## src/rtl/alu_issue.sv

```systemverilog
// Command-side issuer for an 8-bit combinational ALU: register-file operands,
// one-cycle ALU round trip, writeback, response channel and independent flag check.
module alu_issue #(
   parameter int REG_AW    = 2,
   parameter int ERR_CNT_W = 8
) (
   input  logic                 clk,
   input  logic                 rst_n,
   input  logic                 cmd_valid,
   output logic                 cmd_ready,
   input  logic [3:0]           cmd_op,
   input  logic [REG_AW-1:0]    cmd_dst,
   input  logic [REG_AW-1:0]    cmd_src_a,
   input  logic [REG_AW-1:0]    cmd_src_b,
   input  logic [7:0]           cmd_imm,
   output logic [3:0]           alu_opcode,
   output logic [7:0]           alu_a,
   output logic [7:0]           alu_b,
   input  logic [7:0]           alu_y,
   input  logic                 alu_zero,
   input  logic                 alu_overflow,
   output logic                 rsp_valid,
   input  logic                 rsp_ready,
   output logic [7:0]           rsp_data,
   output logic                 rsp_zero,
   output logic                 rsp_ovf,
   output logic                 rsp_err,
   output logic                 rsp_chk,
   output logic [ERR_CNT_W-1:0] err_cnt,
   input  logic [REG_AW-1:0]    dbg_sel,
   output logic [7:0]           dbg_data
);

   localparam int NREG = 1 << REG_AW;

   // ALU encoding for the ops whose flags or operands need special handling
   localparam logic [3:0] OP_ADD  = 4'h0;
   localparam logic [3:0] OP_SUB  = 4'h1;
   localparam logic [3:0] OP_DIV  = 4'h3;
   localparam logic [3:0] OP_LOAD = 4'hF;

   typedef enum logic [1:0] {IDLE, EXEC, RESP} state_t;

   state_t            state, state_nxt;
   logic [7:0]        regs [NREG];
   logic [REG_AW-1:0] dst_q;

   logic accept, op_alu, div0, issue, load, reject;
   logic exp_zero, exp_ovf, mismatch;

   assign cmd_ready = (state == IDLE);
   assign accept    = cmd_valid & cmd_ready;
   assign op_alu    = (cmd_op <= 4'd9);
   assign div0      = (cmd_op == OP_DIV) && (regs[cmd_src_b] == 8'h00);
   assign issue     = accept & op_alu & ~div0;
   assign load      = accept & (cmd_op == OP_LOAD);
   assign reject    = accept & ~issue & ~load;
   assign dbg_data  = regs[dbg_sel];

   // Flags recomputed from the issued operands and the returned result
   always_comb begin
      exp_zero = (alu_y == 8'h00);
      exp_ovf  = 1'b0;
      case (alu_opcode)
         OP_ADD:  exp_ovf = (alu_a[7] == alu_b[7]) && (alu_y[7] != alu_a[7]);
         OP_SUB:  exp_ovf = (alu_a[7] != alu_b[7]) && (alu_y[7] != alu_a[7]);
         default: exp_ovf = 1'b0;
      endcase
      mismatch = (exp_zero != alu_zero) | (exp_ovf != alu_overflow);
   end

   always_comb begin
      state_nxt = state;
      case (state)
         IDLE: begin
            if (issue)       state_nxt = EXEC;
            else if (accept) state_nxt = RESP;
         end
         EXEC:    state_nxt = RESP;
         RESP:    if (rsp_ready) state_nxt = IDLE;
         default: state_nxt = IDLE;
      endcase
   end

   always_ff @(posedge clk or negedge rst_n) begin
      if (!rst_n) state <= IDLE;
      else        state <= state_nxt;
   end

   always_ff @(posedge clk or negedge rst_n) begin
      if (!rst_n) begin
         for (int i = 0; i < NREG; i++) regs[i] <= 8'h00;
         dst_q      <= '0;
         alu_opcode <= 4'h0;
         alu_a      <= 8'h00;
         alu_b      <= 8'h00;
         rsp_valid  <= 1'b0;
         rsp_data   <= 8'h00;
         rsp_zero   <= 1'b0;
         rsp_ovf    <= 1'b0;
         rsp_err    <= 1'b0;
         rsp_chk    <= 1'b0;
         err_cnt    <= '0;
      end else begin
         // Operands are read at acceptance; src==dst sees the old value
         if (issue) begin
            alu_opcode <= cmd_op;
            alu_a      <= regs[cmd_src_a];
            alu_b      <= regs[cmd_src_b];
            dst_q      <= cmd_dst;
         end
         if (load) begin
            regs[cmd_dst] <= cmd_imm;
            rsp_valid     <= 1'b1;
            rsp_data      <= cmd_imm;
            rsp_zero      <= 1'b0;
            rsp_ovf       <= 1'b0;
            rsp_err       <= 1'b0;
            rsp_chk       <= 1'b0;
         end
         if (reject) begin
            rsp_valid <= 1'b1;
            rsp_data  <= 8'h00;
            rsp_zero  <= 1'b0;
            rsp_ovf   <= 1'b0;
            rsp_err   <= 1'b1;
            rsp_chk   <= 1'b0;
         end
         if (state == EXEC) begin
            regs[dst_q] <= alu_y;
            rsp_valid   <= 1'b1;
            rsp_data    <= alu_y;
            rsp_zero    <= alu_zero;
            rsp_ovf     <= alu_overflow;
            rsp_err     <= 1'b0;
            rsp_chk     <= mismatch;
            if (mismatch && (err_cnt != '1)) err_cnt <= err_cnt + ERR_CNT_W'(1);
         end
         if ((state == RESP) && rsp_ready) rsp_valid <= 1'b0;
      end
   end

endmodule
```

## config.mk

```make
export PLATFORM = sky130hd
export DESIGN_NAME = alu_issue
export DESIGN_NICKNAME = d
export VERILOG_FILES = /design/src/rtl/alu_issue.sv
export SDC_FILE = /design/constraint.sdc
export NUM_CORES = 1
export LEC_CHECK = 0
export BUFFER_PORTS_ARGS = -buffer_cell sky130_fd_sc_hd__buf_2
export CAP_MARGIN = 20
export CORE_MARGIN = 2
export CORE_UTILIZATION = 30
export DETAILED_ROUTE_END_ITERATION = 12
export GPL_TIMING_DRIVEN = 0
export PLACE_DENSITY = 0.53
export SETUP_SLACK_MARGIN = 0.1
export SYNTH_ARGS = -nofsm -noshare
export SYNTH_HDL_FRONTEND = slang
export SYNTH_SLANG_ARGS = --single-unit
```

## constraint.sdc

```tcl
create_clock -name clk -period 2.3 [get_ports clk]
set_input_delay 0.46 -clock clk [delete_from_list [all_inputs] [get_ports clk]]
set_output_delay 0.46 -clock clk [all_outputs]
set_load 0.005 [all_outputs]
```

Yosys cells after proc, flatten, opt, wreduce, memory -nomap -nowiden. Cells that the tools add are included.

Bitwise operators: 15. Reductions and logical operators: 15. Muxes and demuxes: 36. Magnitude comparators: 8. Equality and inequality tests: 13. Add/sub/neg operators: 1.

Operator list (number): 8-bit two-way mux (11); 32-bit bitwise mux (2); 32-bit two-way mux (2); 8-bit binary-select mux with 2-bit select (3); 8-bit demux with 2-bit select (2); 8-bit logical NOT (2); 3-bit greater-or-equal comparator, second input constant (5); 2-bit NOT with 3-bit output (5); 1-bit two-way mux (11); 8-bit by 1-bit adder with 8-bit output, second input constant (1); 8-bit inequality test, second input constant (1); 1-bit logical AND (7); 1-bit bitwise AND (6); 3-bit by 1-bit less-than comparator with 1-bit output, second input constant (2); 2-bit two-way mux (3); 2-bit case mux with 3 select lines (1); 4-bit by 1-bit equality test with 1-bit output, second input constant (1); 4-bit by 2-bit equality test with 1-bit output, second input constant (1); 4-bit equality test, second input constant (1); 4-bit less-or-equal comparator, second input constant (1); 4-bit logical NOT (1); 1-bit inequality test (4); 2-bit AND reduction (2); 4-bit nonzero test (1); other kinds (10) (12).

Flip-flop bits (word level): 77. Output and inout port bits: 50. Logic and storage cells: 104.

Longest topological paths before layout. Gate-level depths: netlist (run 1).

Word-level depth: 14. Depth in mapped cells: 10. Depth with buffers taken out: 7.

Least setup slack after synthesis (run 1). OpenSTA, ideal clock, no wires.

Kind: input port to flip-flop. Start: in cmd_src_b[0]. End: reg rsp_data[1]. Arrival time: 2.245 ns. Required time: 2.174 ns. Buffers on the path: 2. Stages: 8. Library setup time: 0.126 ns. Slack: -0.071 ns. Cells stage by stage: buf_6 > mux4_1 > nor4_2 > nand3_1 > a21o_1 > and2_4 > buf_6 > a221o_1.

Longest elaborated chain between the ends: 13.

RTL lines: from (decl) (line 14) `input logic [REG_AW-1:0] cmd_src_b,`; 2-bit NOT with 3-bit output (not written as such) * (line 54) `assign div0 = (cmd_op == OP_DIV) && (regs[cmd_src_b] == 8'h00);`; 8-bit binary-select mux with 2-bit select * (line 54); 8-bit two-way mux (not written as such) * (2 in a row) (line 54); 8-bit logical NOT * (line 54); 1-bit logical AND * (line 54); 1-bit NOT * (line 55) `assign issue = accept & op_alu & ~div0;`; 1-bit bitwise AND * (line 55); 1-bit NOT * (line 57) `assign reject = accept & ~issue & ~load;`; 1-bit bitwise AND * (2 in a row) (line 57); 8-bit two-way mux (line 121) `if (reject) begin`; 8-bit two-way mux (line 129) `if (state == EXEC) begin`; to (signal assigned) (line 115) `rsp_data <= cmd_imm;`; to (signal assigned) (line 132) `rsp_data <= alu_y;`; to (decl) (line 24) `output logic [7:0] rsp_data,`.

Every way passes the cells marked *; elsewhere a longest branch is shown, timed or not. The select of a mux whose other input is x is not followed. A chain may end at the register's enable or synchronous reset.

Worst setup path in the final report (run 1).
Start: reg regs[16] (netlist bit). End: reg rsp_data[4].

Longest elaborated chain between the ends: 12.

RTL lines: from (decl) (line 45) `logic [7:0] regs [NREG];`; from (signal, indexed assignment) (line 113) `regs[cmd_dst] <= cmd_imm;`; from (signal, indexed assignment) (line 130) `regs[dst_q] <= alu_y;`; 8-bit binary-select mux with 2-bit select * (line 54); 8-bit two-way mux (not written as such) * (2 in a row) (line 54); 8-bit logical NOT * (line 54); 1-bit logical AND * (line 54); 1-bit NOT * (line 55); 1-bit bitwise AND * (line 55); 1-bit NOT * (line 57); 1-bit bitwise AND * (2 in a row) (line 57); 8-bit two-way mux (line 121); 8-bit two-way mux (line 129).

Marked as above.

==> impl_summary.md, run 1 <==
Run status
The run finished, with violations left. The checks that failed: setup timing.

STA
The highest achievable clock rate is 0.434 GHz. For the final routed database, the setup TNS stands at -4.56 ps. Setup repair after global routing could not meet its margin everywhere. Of the available clock period, the critical path in the final layout requires 1.00. The maximum clock skew at final layout is ~7.1 ps. After layout, the worst setup slack is -2.87 ps.

The headroom to the max-slew limit is 0.458. The shortest clock period the worst path allows after layout is around 2300 ps. The number of max-slew violations in the final report came to 0. Setup violations remaining at the end of the flow were counted as 2. For the pin with the worst max-slew slack, the measured transition is 814 ps. The count of final hold-check violations is 0.

Global routing
Entering global routing, the biggest net connects 66 pins. The met3 global-route usage is 0.0314. The highest-utilization routing layer at the global route stage is met2. The aggregate global-route resource usage is 0.177. The total overflow left after global routing is 0. The first global-routing pass estimated roughly 19000 µm of wire. The met2 track demand over resource in global routing is 0.285. The number of antenna violations at the first check in global routing is 0. For this run, global-route usage on met1 was measured as 0.236. The via count of the first global-routing pass is roughly 3.3k.

Yosys
Sorting the synthesized cells by area gives the leading types as sky130_fd_sc_hd__dfrtp_1, sky130_fd_sc_hd__mux4_2, sky130_fd_sc_hd__mux2i_1, sky130_fd_sc_hd__nand2_1, sky130_fd_sc_hd__mux4_1. In this run, synthesis produced a sequential element count of between 70 and 80. The number of enable flip-flop cells after synthesis is 0. After synthesis the cells add up to 0.00405 mm².

The leading register cell type out of synthesis is sky130_fd_sc_hd__dfrtp_1. In this run, distinct cell masters in the synthesized netlist total 46. When the netlist entered floorplanning its net count stood at ~390. The synthesized instance count is 350.

The number of synthesis warnings is 0. The sequential cell area fraction in the yosys report is 0.476. Of all flip-flops after synthesis, the portion carrying an async set or reset was 1.00. Dividing the synthesized area by the synthesized cell count gives 11.6 µm².

The largest total area in the synthesized netlist belongs to sky130_fd_sc_hd__dfrtp_1. The fraction of post-synthesis cell area in the top cell type by area is 0.476.

Die
The initialized floorplan defines between 40 and 50 standard-cell rows. The die width is around 120 µm. The die area is approximately 0.014 mm². The number of I/O pins is 84. The starting density of the core is 0.307.

After floorplanning, the core was sized to cover 0.0132 mm². The die is between 100 and 150 µm tall.

Clock tree
The maximum buffer depth of the clock tree is 2. The clock net sink count is 77. At the later pin of the worst-skew pair, clock insertion delay measures approximately 340 ps. The number of H-tree levels is 3. Clock-pin slew was measured on the worst setup and hold paths at about 60 ps. The buffer type at the clock tree root is sky130_fd_sc_hd__clkbuf_16. TritonCTS built the clock tree. The number of buffers added by the clock tree synthesis step is 9.

Drt
Before antenna repair, the detailed router went through 4 iterations. In the routed layout, each cell is associated on average with a via count of ~5.1. The routed wire length per instance is roughly 20 µm. The number of design rule violations left after detail routing is 0. The total via count after detailed routing is 3228. After the first detailed-routing iteration, the DRC count stood at 204. The count of nets left with antenna violations once routing finished came out at 0. Wires add up to roughly 12000 µm.

Placement
Buffers placed on the I/O ports in this run total 77. The cell count after placement is ~600. At the end of routability-driven placement, the weighted congestion stood at a little over 0.8. After legalization and detailed placement, the total HPWL measured roughly 8600 µm.

Pwr
The worst vdd rail ir drop is ~0.00042 V. The power per cell area is approximately 1200 mW/mm². The leakage power summed over all cells is about 2.4 nW. After layout, the design draws a total of about 6 mW.

Layout
The final antenna diode count is 0. Of the cells placed in the final design, the portion with a size suffix greater than 1 is 0.364. The growth of design area from synthesis to finish is 30.0%. The net count of the finished layout is between 400 and 500. The final instance count without filler cells is about 640. Counting the fill cells in the layout gives about 1.3k.

Worst hold path
The class of the worst hold path is in -> reg.

Worst setup path
For the worst setup path, the data required time is roughly 2500 ps. The worst setup path is launched from a register. STA classifies the critical path endpoint as a register.

Along the worst path, the maximum fanout reaches 10. The setup path with the least slack is of type reg -> reg. The worst path arrival time is 2520 ps.

Flow run
The number of max-cap violations is 0.
==> cell usage after synthesis (2+ instances only) <==
cell type and count:
sky130_fd_sc_hd__mux4_1 6, sky130_fd_sc_hd__a221o_1 8, sky130_fd_sc_hd__and2_1 9, sky130_fd_sc_hd__o21ai_1 2
sky130_fd_sc_hd__buf_1 3, sky130_fd_sc_hd__nor2b_1 3, sky130_fd_sc_hd__and3_1 2, sky130_fd_sc_hd__inv_1 3
sky130_fd_sc_hd__a21oi_1 10, sky130_fd_sc_hd__mux4_2 18, sky130_fd_sc_hd__mux2i_1 33, sky130_fd_sc_hd__clkbuf_1 8
sky130_fd_sc_hd__dfrtp_1 77, sky130_fd_sc_hd__a22o_1 2, sky130_fd_sc_hd__buf_6 2, sky130_fd_sc_hd__nor4_1 4
sky130_fd_sc_hd__nor2_1 15, sky130_fd_sc_hd__nand4_1 2, sky130_fd_sc_hd__nand3_1 5, sky130_fd_sc_hd__xor2_1 7
sky130_fd_sc_hd__nand2_1 66, sky130_fd_sc_hd__nor3_1 5, sky130_fd_sc_hd__buf_2 4, sky130_fd_sc_hd__mux2_2 11
sky130_fd_sc_hd__o21ai_0 23, sky130_fd_sc_hd__o21a_1 2
==> cells in the final DEF, fill, tap and decap left out, drive strengths merged, types with 3 or more instances in the layout <==
cell type / instances
xor2: 7
and2: 10
a21oi: 10
nor2: 16
nor4: 6
dfrtp: 77
nand3: 5
buf: 102
nor2b: 3
nand2: 66
a221o: 8
nor3: 5
mux2: 11
mux4: 24
inv: 4
o21ai: 25
mux2i: 33
clkbuf: 19
==> flip-flops by register name, summed over array words and instances (netlist names) <==
register	flops
alu_opcode	4
rsp_zero	1
alu_b	8
rsp_chk	1
alu_a	8
rsp_ovf	1
rsp_err	1
regs	32
err_cnt	8
state	2
dst_q	2
rsp_data	8
rsp_valid	1
==> kinds of logic after synthesis <==
logic type | count (synthesis) | synth area share
and+or+nand+nor | 121 | 0.142
xor gates and xnor gates | 8 | 0.0173
buffers and inverters | 21 | 0.0244
AOI/OAI and AO/OA | 54 | 0.0857
muxes | 68 | 0.251
adders and majority gates | 1 | 0.00309
DFF | 77 | 0.476
==> path summary, 6_finish.rpt <==
check	start	end	slack, ps	depth (start not counted)
worst min register to register	alu_b[5]$_DFFE_PN0P_	alu_b[5]$_DFFE_PN0P_	480	2
max in group asynchronous	rst_n	alu_a[6]$_DFFE_PN0P_	1170	3
worst max register to register	regs[16]$_DFF_PN0_	rsp_data[4]$_DFFE_PN0P_	-3	7
worst max-delay path	regs[16]$_DFF_PN0_	rsp_data[4]$_DFFE_PN0P_	-3	7
worst min-delay path	rsp_ready	rsp_valid$_DFFE_PN0P_	330	2
min in group asynchronous	rst_n	rsp_chk$_DFFE_PN0P_	530	2
==> per-layer routing <==
metal / up-vias / wire (µm)
met4: 0 / 231
li1: 1490 / -
met2: 85 / 6090
met1: 1640 / 5420
met3: 13 / 707
met5: - / 0
==> per-stage QoR <==
| stage | cell area (µm²) | util | setup WS, ps | hold slack (ps) |
|---|---|---|---|---|
| floorplan | 4050 | - | -20.9 | 164 |
| global placement | 4650 | 0.353 | -639 | 466 |
| detailed placement | 4680 | 0.355 | -600 | 330 |
| CTS | 5200 | 0.394 | -26.4 | 330 |
| global route | 5260 | 0.399 | -66.7 | 346 |
| finish | 5260 | 0.399 | -2.87 | 335 |
==> area by class of cell <==
| type | instances | area [µm²] | share of cell area |
|---|---|---|---|
| repair buffers | 93 | 556 | 0.106 |
| flip-flops and latches | 77 | 1930 | 0.366 |
| multi-input cells | 252 | 2080 | 0.396 |
| clock buffers | 12 | 256 | 0.0488 |
| plain buffers | 17 | 131 | 0.0250 |
| well taps | 176 | 220 | 0.0419 |
| inverters | 4 | 17.5 | 0.00333 |
| clock inverters | 4 | 70.1 | 0.0133 |
==> critical path, stage by stage (launching register included) <==
cell and delay (ps):
sky130_fd_sc_hd__dfrtp_1 410, sky130_fd_sc_hd__mux4_2 500, sky130_fd_sc_hd__nor4_4 320, sky130_fd_sc_hd__nand3_2 110, sky130_fd_sc_hd__a21o_1 220, sky130_fd_sc_hd__and2_4 170
sky130_fd_sc_hd__buf_12 140, sky130_fd_sc_hd__a221o_1 290
==> power breakdown <==
part	switching, mW	internal, mW
clock	0.566	1.01
sequential	0.467	1.93
combinational	0.957	1.18
total	1.99	4.12
==> timing repair <==
item,4_1_cts,5_1_grt
buffers inserted,10,4
endpoints found under the setup margin,82,58
resized for setup,25,11
hold buffers,1,0
pin swaps,6,2
hold endpoints to repair,12,0
Note: power is estimated with default switching activity, not from simulation.
==> run 2: changes to the inputs <==
--- a/config.mk
+++ b/config.mk
@@ -7,11 +7,13 @@
 export LEC_CHECK = 0
 export BUFFER_PORTS_ARGS = -buffer_cell sky130_fd_sc_hd__buf_2
 export CAP_MARGIN = 20
+export CELL_PAD_IN_SITES_DETAIL_PLACEMENT = 1
+export CELL_PAD_IN_SITES_GLOBAL_PLACEMENT = 1
 export CORE_MARGIN = 2
 export CORE_UTILIZATION = 30
 export DETAILED_ROUTE_END_ITERATION = 12
 export GPL_TIMING_DRIVEN = 0
-export PLACE_DENSITY = 0.53
+export PLACE_DENSITY = 0.63
 export SETUP_SLACK_MARGIN = 0.1
 export SYNTH_ARGS = -nofsm -noshare
 export SYNTH_HDL_FRONTEND = slang
==> run 2 against run 1 <==
The flow still finishes with violations (setup timing). Sequential power about the same. First-iteration DRC count shrank 16%. Final area up 1.1%. Final cell count increased by 0.79%. Sequential cell count unchanged. Fmax decreased by 2.0%. Global-route usage grew 1.1 points. Critical path type unchanged.
==> impl_summary.md, run 2 (synthesis results as in run 1) <==
Worst setup path
The register-to-register setup slack is -50 ps (was -3 ps). The required arrival time at the worst endpoint is 2530 ps (was 2520 ps). The top fanout value on the critical path is 10 (unchanged). The reg-to-reg critical path startpoint is regs[4]$_DFF_PN0_ (was regs[16]$_DFF_PN0_). The end of the worst register-to-register path is rsp_data[3]$_DFFE_PN0P_ (was rsp_data[4]$_DFFE_PN0P_).

The category of the most critical setup path is reg -> reg (unchanged). The worst path arrival time is 2580 ps (was 2520 ps). The endpoint type of the worst setup path was a register (unchanged).

The kind of start point of the critical path is a register (unchanged). The number of cells on the worst reg-to-reg path is 7 (unchanged).

Clock tree
The buffer type at the clock tree root is sky130_fd_sc_hd__clkbuf_16 (unchanged). The CTS tree is yes (unchanged). The number of hold-repair buffers added at the cts stage is 0 (was 1). The number of buffers added by the clock tree synthesis step is 9 (unchanged). The insertion delay to the later sink of the worst-skew pair was 340 ps (about the same). The number of H-tree levels is 3 (unchanged). The maximum buffer depth of the clock tree is 2 (unchanged).

The clock-pin slew on the worst setup and hold paths was 60 ps (about the same). The clock net sink count is 77 (unchanged).

Pwr
The leakage power summed over all cells was 2.43 nW (was 2.40 nW). The proportion of total power due to net switching is 0.331 (was 0.326). The logic gate share of total power came to 0.359 (was 0.350).

The sequential fraction of design power came to 0.386 (was 0.392). The net switching power figure was 2.06 mW (was 1.99 mW). The worst vdd rail ir drop is 0.000385 V (was 0.000418 V). The power per cell area is 1170 mW/mm² (was 1160 mW/mm²). The internal power is 4.16 mW (was 4.12 mW).

The power share of the clock group is 0.254 (was 0.258).

STA
The headroom to the max-slew limit came to 0.444 (was 0.458). The count of final hold-check violations is 0 (unchanged). Unrepaired setup endpoints after global routing: true (unchanged). The final setup violation count came to 7 (was 2).

The shortest clock period the worst path allows after layout was 2350 ps (was 2300 ps). The slew at the pin closest to its max-slew limit is 834 ps (was 814 ps). The highest achievable clock rate is 0.425 GHz (was 0.434 GHz).

The worst-case setup margin in the final layout is -51.0 ps (was -2.87 ps). The maximum clock skew at final layout came to 8.84 ps (was 7.10 ps). The final critical-path share of the clock period is 1.02 (was 1.00). The number of max-slew violations in the final report came to 0 (unchanged).

Layout
The share of layout cells above drive strength 1 is 0.381 (was 0.364). The register bank with the most flops was regs (unchanged). Commonest cells after routing, fill and taps aside: sky130_fd_sc_hd__dfrtp_1, sky130_fd_sc_hd__buf_2, sky130_fd_sc_hd__nand2_1, sky130_fd_sc_hd__mux2i_1, sky130_fd_sc_hd__o21ai_0 (was sky130_fd_sc_hd__dfrtp_1, sky130_fd_sc_hd__buf_2, sky130_fd_sc_hd__nand2_1, sky130_fd_sc_hd__mux2i_1). The growth of design area from synthesis to finish is 31.4% (was 30.0%).

The final net count is 494 (was 489). The flip-flop count of the largest register after layout came to 32 (unchanged). The final standard cell area without fillers was 0.00532 mm² (was 0.00526 mm²). The most frequent standard cell in the layout excluding fill and tap cells is sky130_fd_sc_hd__dfrtp_1 (unchanged).

The final antenna diode count is 0 (unchanged).

Die
The die area came to 0.0144 mm² (unchanged). The core outline area is 0.0132 mm² (unchanged). The number of I/O pins is 84 (unchanged). The row count is 42 (unchanged). The die width is 120 µm (unchanged). The die height came to 120 µm (unchanged). The starting density of the core is 0.307 (unchanged).

Placement
The placement-stage cell area was 0.00468 mm² (unchanged). The quantity of I/O buffers inserted on ports is 77 (unchanged). The pre-CTS setup slack is -633 ps (was -600 ps).

The last weighted congestion value of the routability-driven placer is 0.807 (was 0.816). The post-DP HPWL is 8990 µm (was 8580 µm).

Global routing
The global route total overflow was 0 (unchanged). The via count of the first global-routing pass is 3470 (was 3279). The aggregate global-route resource usage was 0.188 (was 0.177). The pin count of the biggest net entering global routing was 55 (was 66). The global-route wire length before repair was 20100 µm (was 19000 µm). The number of antenna violations at the first check in global routing is 0 (unchanged).

Run status
Outcome: finished, violations left (unchanged). Failing checks: setup timing (unchanged).

Drt
The number of design rule violations left after detail routing came to 0 (unchanged). The vias per cell came to 5.14 (was 5.08). The total via count after detailed routing is 3292 (was 3228). The routed wire length per instance is 20.3 µm (was 19.6 µm).

The count of nets left with antenna violations after detail routing was 0 (unchanged). The detailed router's first-iteration violation count is 172 (was 204). The first-pass iteration count of the detailed router is 4 (unchanged). The total wirelength of the detailed-routed design is 13000 µm (was 12500 µm).

Flow run
The number of max-cap violations came to 0 (unchanged).

Worst hold path
The class of the worst hold path is in -> async (was in -> reg).
[run 2: how the worst max path moves through the flow]
stage / from / endpoint / depth (start not counted)
final: regs[4]$_DFF_PN0_ / rsp_data[3]$_DFFE_PN0P_ / 7
after global routing: regs[4]$_DFF_PN0_ / rsp_data[6]$_DFFE_PN0P_ / 7
after CTS: regs[12]$_DFF_PN0_ / rsp_data[3]$_DFFE_PN0P_ / 7
after detailed placement: cmd_src_b[1] / alu_opcode[0]$_DFFE_PN0P_ / 10
after global placement: cmd_src_b[1] / alu_b[1]$_DFFE_PN0P_ / 10
after floorplan: cmd_src_b[0] / rsp_data[1]$_DFFE_PN0P_ / 8
[run 2: area by class of cell]
class	count	area (µm²)
fill	1458	7870
multi-input combinational	252	2110
sequential	77	1930
timing repair buffer	98	578
clock buffer	12	256
tap	176	220
buffer	17	138
clock inverter	4	70.1
inverter	4	20.0
[run 2: repair_timing]
item,CTS,global route
setup endpoints to repair,82,51
endpoints found under the hold margin,0,0
pin swaps,6,4
resized for setup,22,22
setup buffers,11,9
[run 2: power by group through the flow]
stage               Sequential (mW)  Clock, mW  Combinational, mW
finish                         2.40       1.58               2.23
global route                   2.49       1.67               2.45
CTS                            2.39       1.60               2.20
detailed placement             2.43          0               1.95
global placement               2.38          0               1.88
floorplan                      2.32          0               1.17
[run 2: metrics by stage]
| stage | hold slack, ps | total power [mW] | setup TNS (ps) | std cells | util |
|---|---|---|---|---|---|
| final | 32.1 | 6.22 | -259 | 640 | 0.403 |
| after global routing | 45.6 | 6.62 | -716 | 640 | 0.403 |
| after CTS | 37.5 | 6.19 | -232 | 631 | 0.394 |
| after detailed placement | 399 | 4.38 | -23130 | 604 | 0.355 |
| after global placement | 455 | 4.26 | -23050 | 603 | 0.353 |
| after floorplan | 164 | 3.49 | -126 | 350 | - |
[run 2: metal layers]
| layer | wire length (µm) | global-route usage |
|---|---|---|
| met1 | 5800 | 0.252 |
| met2 | 6360 | 0.298 |
| met5 | 0 | 0 |
| met4 | 310 | 0.0743 |
| met3 | 523 | 0.0394 |
[run 2: critical path, stage by stage, from the launching register on]
cell and delay (ps):
sky130_fd_sc_hd__dfrtp_1 390, sky130_fd_sc_hd__mux4_2 540, sky130_fd_sc_hd__nor4_4 310, sky130_fd_sc_hd__nand3_2 140
sky130_fd_sc_hd__a21o_1 230, sky130_fd_sc_hd__and2_4 180, sky130_fd_sc_hd__buf_12 150, sky130_fd_sc_hd__a221o_1 300
==> run 3: changes to the inputs <==
--- a/config.mk
+++ b/config.mk
@@ -13,6 +13,7 @@
 export CORE_UTILIZATION = 30
 export DETAILED_ROUTE_END_ITERATION = 12
 export GPL_TIMING_DRIVEN = 0
+export MAX_ROUTING_LAYER = met4
 export PLACE_DENSITY = 0.63
 export SETUP_SLACK_MARGIN = 0.1
 export SYNTH_ARGS = -nofsm -noshare
==> run 3 against run 2 <==
The flow still finishes with violations (setup timing). Final area unchanged. Register-to-register slack about the same. Core utilization unchanged. Die area unchanged. Final cell count unchanged. Hold slack improved by 1.9 ps. Critical path depth unchanged. Worst setup slack improved by 2.0 ps. Clock power about the same. Non-clock buffer count unchanged. Sequential power about the same. Sequential share of layout area unchanged. Critical path type unchanged.
==> impl_summary.md, run 3 (synthesis results as in run 1) <==
Placement
The post-DP HPWL came to 8990 µm (unchanged). The quantity of I/O buffers inserted on ports is 77 (unchanged). The cell count after placement was 604 (unchanged). The pre-CTS setup slack is -633 ps (unchanged).

The last weighted congestion value of the routability-driven placer is 0.819 (was 0.807).

Die
The core outline area was 0.0132 mm² (unchanged). The die height came to 120 µm (unchanged). The die area was 0.0144 mm² (unchanged).

The row count came to 42 (unchanged). The die width is 120 µm (unchanged). The starting density of the core is 0.307 (unchanged). The number of I/O pins was 84 (unchanged).

Drt
The number of design rule violations left after detail routing was 0 (unchanged). The count of nets left with antenna violations after detail routing came to 0 (unchanged). The total wirelength of the detailed-routed design is 13000 µm (about the same). The detailed router's first-iteration violation count came to 202 (was 172). The first-pass iteration count of the detailed router is 4 (unchanged). The total via count after detailed routing is 3302 (was 3292). The routed wire length per instance is 20.3 µm (about the same).

The vias per cell came to 5.16 (was 5.14).

Clock tree
The clock net sink count was 77 (unchanged). The number of hold-repair buffers added at the cts stage came to 0 (unchanged). The maximum buffer depth of the clock tree is 2 (unchanged).

The insertion delay to the later sink of the worst-skew pair is 340 ps (about the same). The number of buffers added by the clock tree synthesis step is 9 (unchanged). The number of H-tree levels is 3 (unchanged). The clock-pin slew on the worst setup and hold paths is 60 ps (about the same).

The CTS tree was yes (unchanged). The buffer type at the clock tree root is sky130_fd_sc_hd__clkbuf_16 (unchanged).

Worst setup path
The category of the most critical setup path is reg -> reg (unchanged). Sequence of cells on the critical path: mux4_2 -> nor4_4 -> nand3_2 -> a21o_1 -> and2_4 -> buf_12 -> a221o_1 (unchanged). The dominant delay contributor by cell family on the critical path is simple AND/OR/NAND/NOR gates (unchanged). The worst path arrival time is 2570 ps (was 2580 ps). The endpoint type of the worst setup path was a register (unchanged). The kind of start point of the critical path is a register (unchanged).

The required arrival time at the worst endpoint is 2520 ps (was 2530 ps). The sum of buffers and inverters on the critical path is 1 (unchanged). The delay of the slowest cell on the worst path came to 520 ps (was 540 ps). The top fanout value on the critical path is 10 (unchanged).

The cell type of the slowest stage on the worst timing path is sky130_fd_sc_hd__mux4_2 (unchanged).

Layout
The most frequent standard cell in the layout excluding fill and tap cells is sky130_fd_sc_hd__dfrtp_1 (unchanged). The register bank with the most flops was regs (unchanged). The fill cell total of the finished layout is 1458 (unchanged). The flip-flop count of the largest register after layout is 32 (unchanged). The final instance count without filler cells is 640 (unchanged). The final antenna diode count is 0 (unchanged). The share of layout cells above drive strength 1 is 0.381 (unchanged). Commonest cells after routing, fill and taps aside: sky130_fd_sc_hd__dfrtp_1, sky130_fd_sc_hd__buf_2, sky130_fd_sc_hd__nand2_1, sky130_fd_sc_hd__mux2i_1, sky130_fd_sc_hd__o21ai_0 (unchanged).

The final net count is 494 (unchanged). The growth of design area from synthesis to finish is 31.4% (unchanged).

STA
The slew at the pin closest to its max-slew limit is 844 ps (was 834 ps). The final setup violation count is 7 (unchanged). The shortest clock period the worst path allows after layout was 2350 ps (about the same). The worst-case setup margin in the final layout is -49.0 ps (was -51.0 ps).

The number of max-slew violations in the final report is 0 (unchanged). Unrepaired setup endpoints after global routing: true (unchanged). The final critical-path share of the clock period is 1.02 (about the same). The highest achievable clock rate was 0.426 GHz (was 0.425 GHz). The maximum clock skew at final layout is 10.5 ps (was 8.84 ps).

The count of final hold-check violations was 0 (unchanged). The headroom to the max-slew limit is 0.437 (was 0.444).

Run status
Failing checks: setup timing (unchanged). Outcome: finished, violations left (unchanged).

Pwr
The internal power is 4.16 mW (about the same). The leakage power summed over all cells is 2.43 nW (unchanged). The power per cell area is 1170 mW/mm² (about the same).

The worst vdd rail ir drop was 0.000381 V (was 0.000385 V). The net switching power figure is 2.06 mW (about the same). The sequential fraction of design power is 0.386 (about the same). The power share of the clock group is 0.254 (about the same). The proportion of total power due to net switching was 0.331 (about the same).

The post-route total power came to 6.22 mW (about the same). The logic gate share of total power is 0.360 (was 0.359).

Worst hold path
The class of the worst hold path is in -> async (unchanged).

Global routing
The global route total overflow was 0 (unchanged). The global-route wire length before repair is 20200 µm (was 20100 µm). The aggregate global-route resource usage came to 0.193 (was 0.188). The pin count of the biggest net entering global routing is 55 (unchanged). The number of antenna violations at the first check in global routing was 0 (unchanged). The via count of the first global-routing pass is 3445 (was 3470).

Flow run
The number of max-cap violations is 0 (unchanged).
==> run 3: cell counts in the layout (fill, tap and decap cells not counted) <==
No cell type changed its count.
==> run 3: worst paths after layout <==
check | to | cells after the start | startpoint | slack [ps]
hold / removal | rsp_chk$_DFFE_PN0P_ | 1 | rst_n | 30
max in group asynchronous | regs[22]$_DFF_PN0_ | 2 | rst_n | 1670
setup / recovery | rsp_data[3]$_DFFE_PN0P_ | 7 | regs[0]$_DFF_PN0_ | -50
setup reg to reg | rsp_data[3]$_DFFE_PN0P_ | 7 | regs[0]$_DFF_PN0_ | -50
hold reg to reg | alu_b[1]$_DFFE_PN0P_ | 2 | alu_b[1]$_DFFE_PN0P_ | 470
min in group clk | rsp_valid$_DFFE_PN0P_ | 2 | rsp_ready | 350
==> run 3: layout make-up <==
type                       instances  area [µm²]  share of cell area
multi-input combinational        252        2110               0.397
sequential                        77        1930               0.362
clock buffer                      12         256              0.0482
clock inverter                     4        70.1              0.0132
timing repair buffer              98         578               0.109
inverter                           4        20.0             0.00376
tap                              176         220              0.0414
buffer                            17         138              0.0259
==> run 3: what timing repair did <==
item	in CTS	in global routing
pin swaps	6	4
endpoints found under the setup margin	82	51
gates resized for setup	22	22
setup buffers	11	9
==> run 3: power groups by stage <==
stage / logic (mW) / clock network (mW) / registers [mW]
floorplan: 1.17 / 0 / 2.32
global placement: 1.88 / 0 / 2.38
detailed placement: 1.95 / 0 / 2.43
global route: 2.45 / 1.67 / 2.49
CTS: 2.20 / 1.60 / 2.39
finish: 2.24 / 1.58 / 2.40
==> run 3: worst reg2reg max path, cell delays in order (launching register included) <==
cell and delay [ps]:
sky130_fd_sc_hd__dfrtp_1 400, sky130_fd_sc_hd__mux4_2 520, sky130_fd_sc_hd__nor4_4 330, sky130_fd_sc_hd__nand3_2 130, sky130_fd_sc_hd__a21o_1 220, sky130_fd_sc_hd__and2_4 180, sky130_fd_sc_hd__buf_12 150, sky130_fd_sc_hd__a221o_1 300
==> run 3: stage by stage <==
stage	util	hold slack [ps]	instance area, µm²	TNS (ps)
after floorplan	-	164	4050	-126
after global placement	0.353	455	4650	-23050
after detailed placement	0.355	399	4680	-23130
after CTS	0.394	37.5	5190	-232
after global routing	0.403	46.7	5320	-714
final	0.403	34.1	5320	-233
==> run 3: per-layer routing <==
metal	vias up	share of wire	GRT usage
met5	-	0	-
met4	0	0.023	0.0809
met3	24	0.042	0.0347
met2	78	0.49	0.297
met1	1706	0.44	0.254
li1	1494	-	-
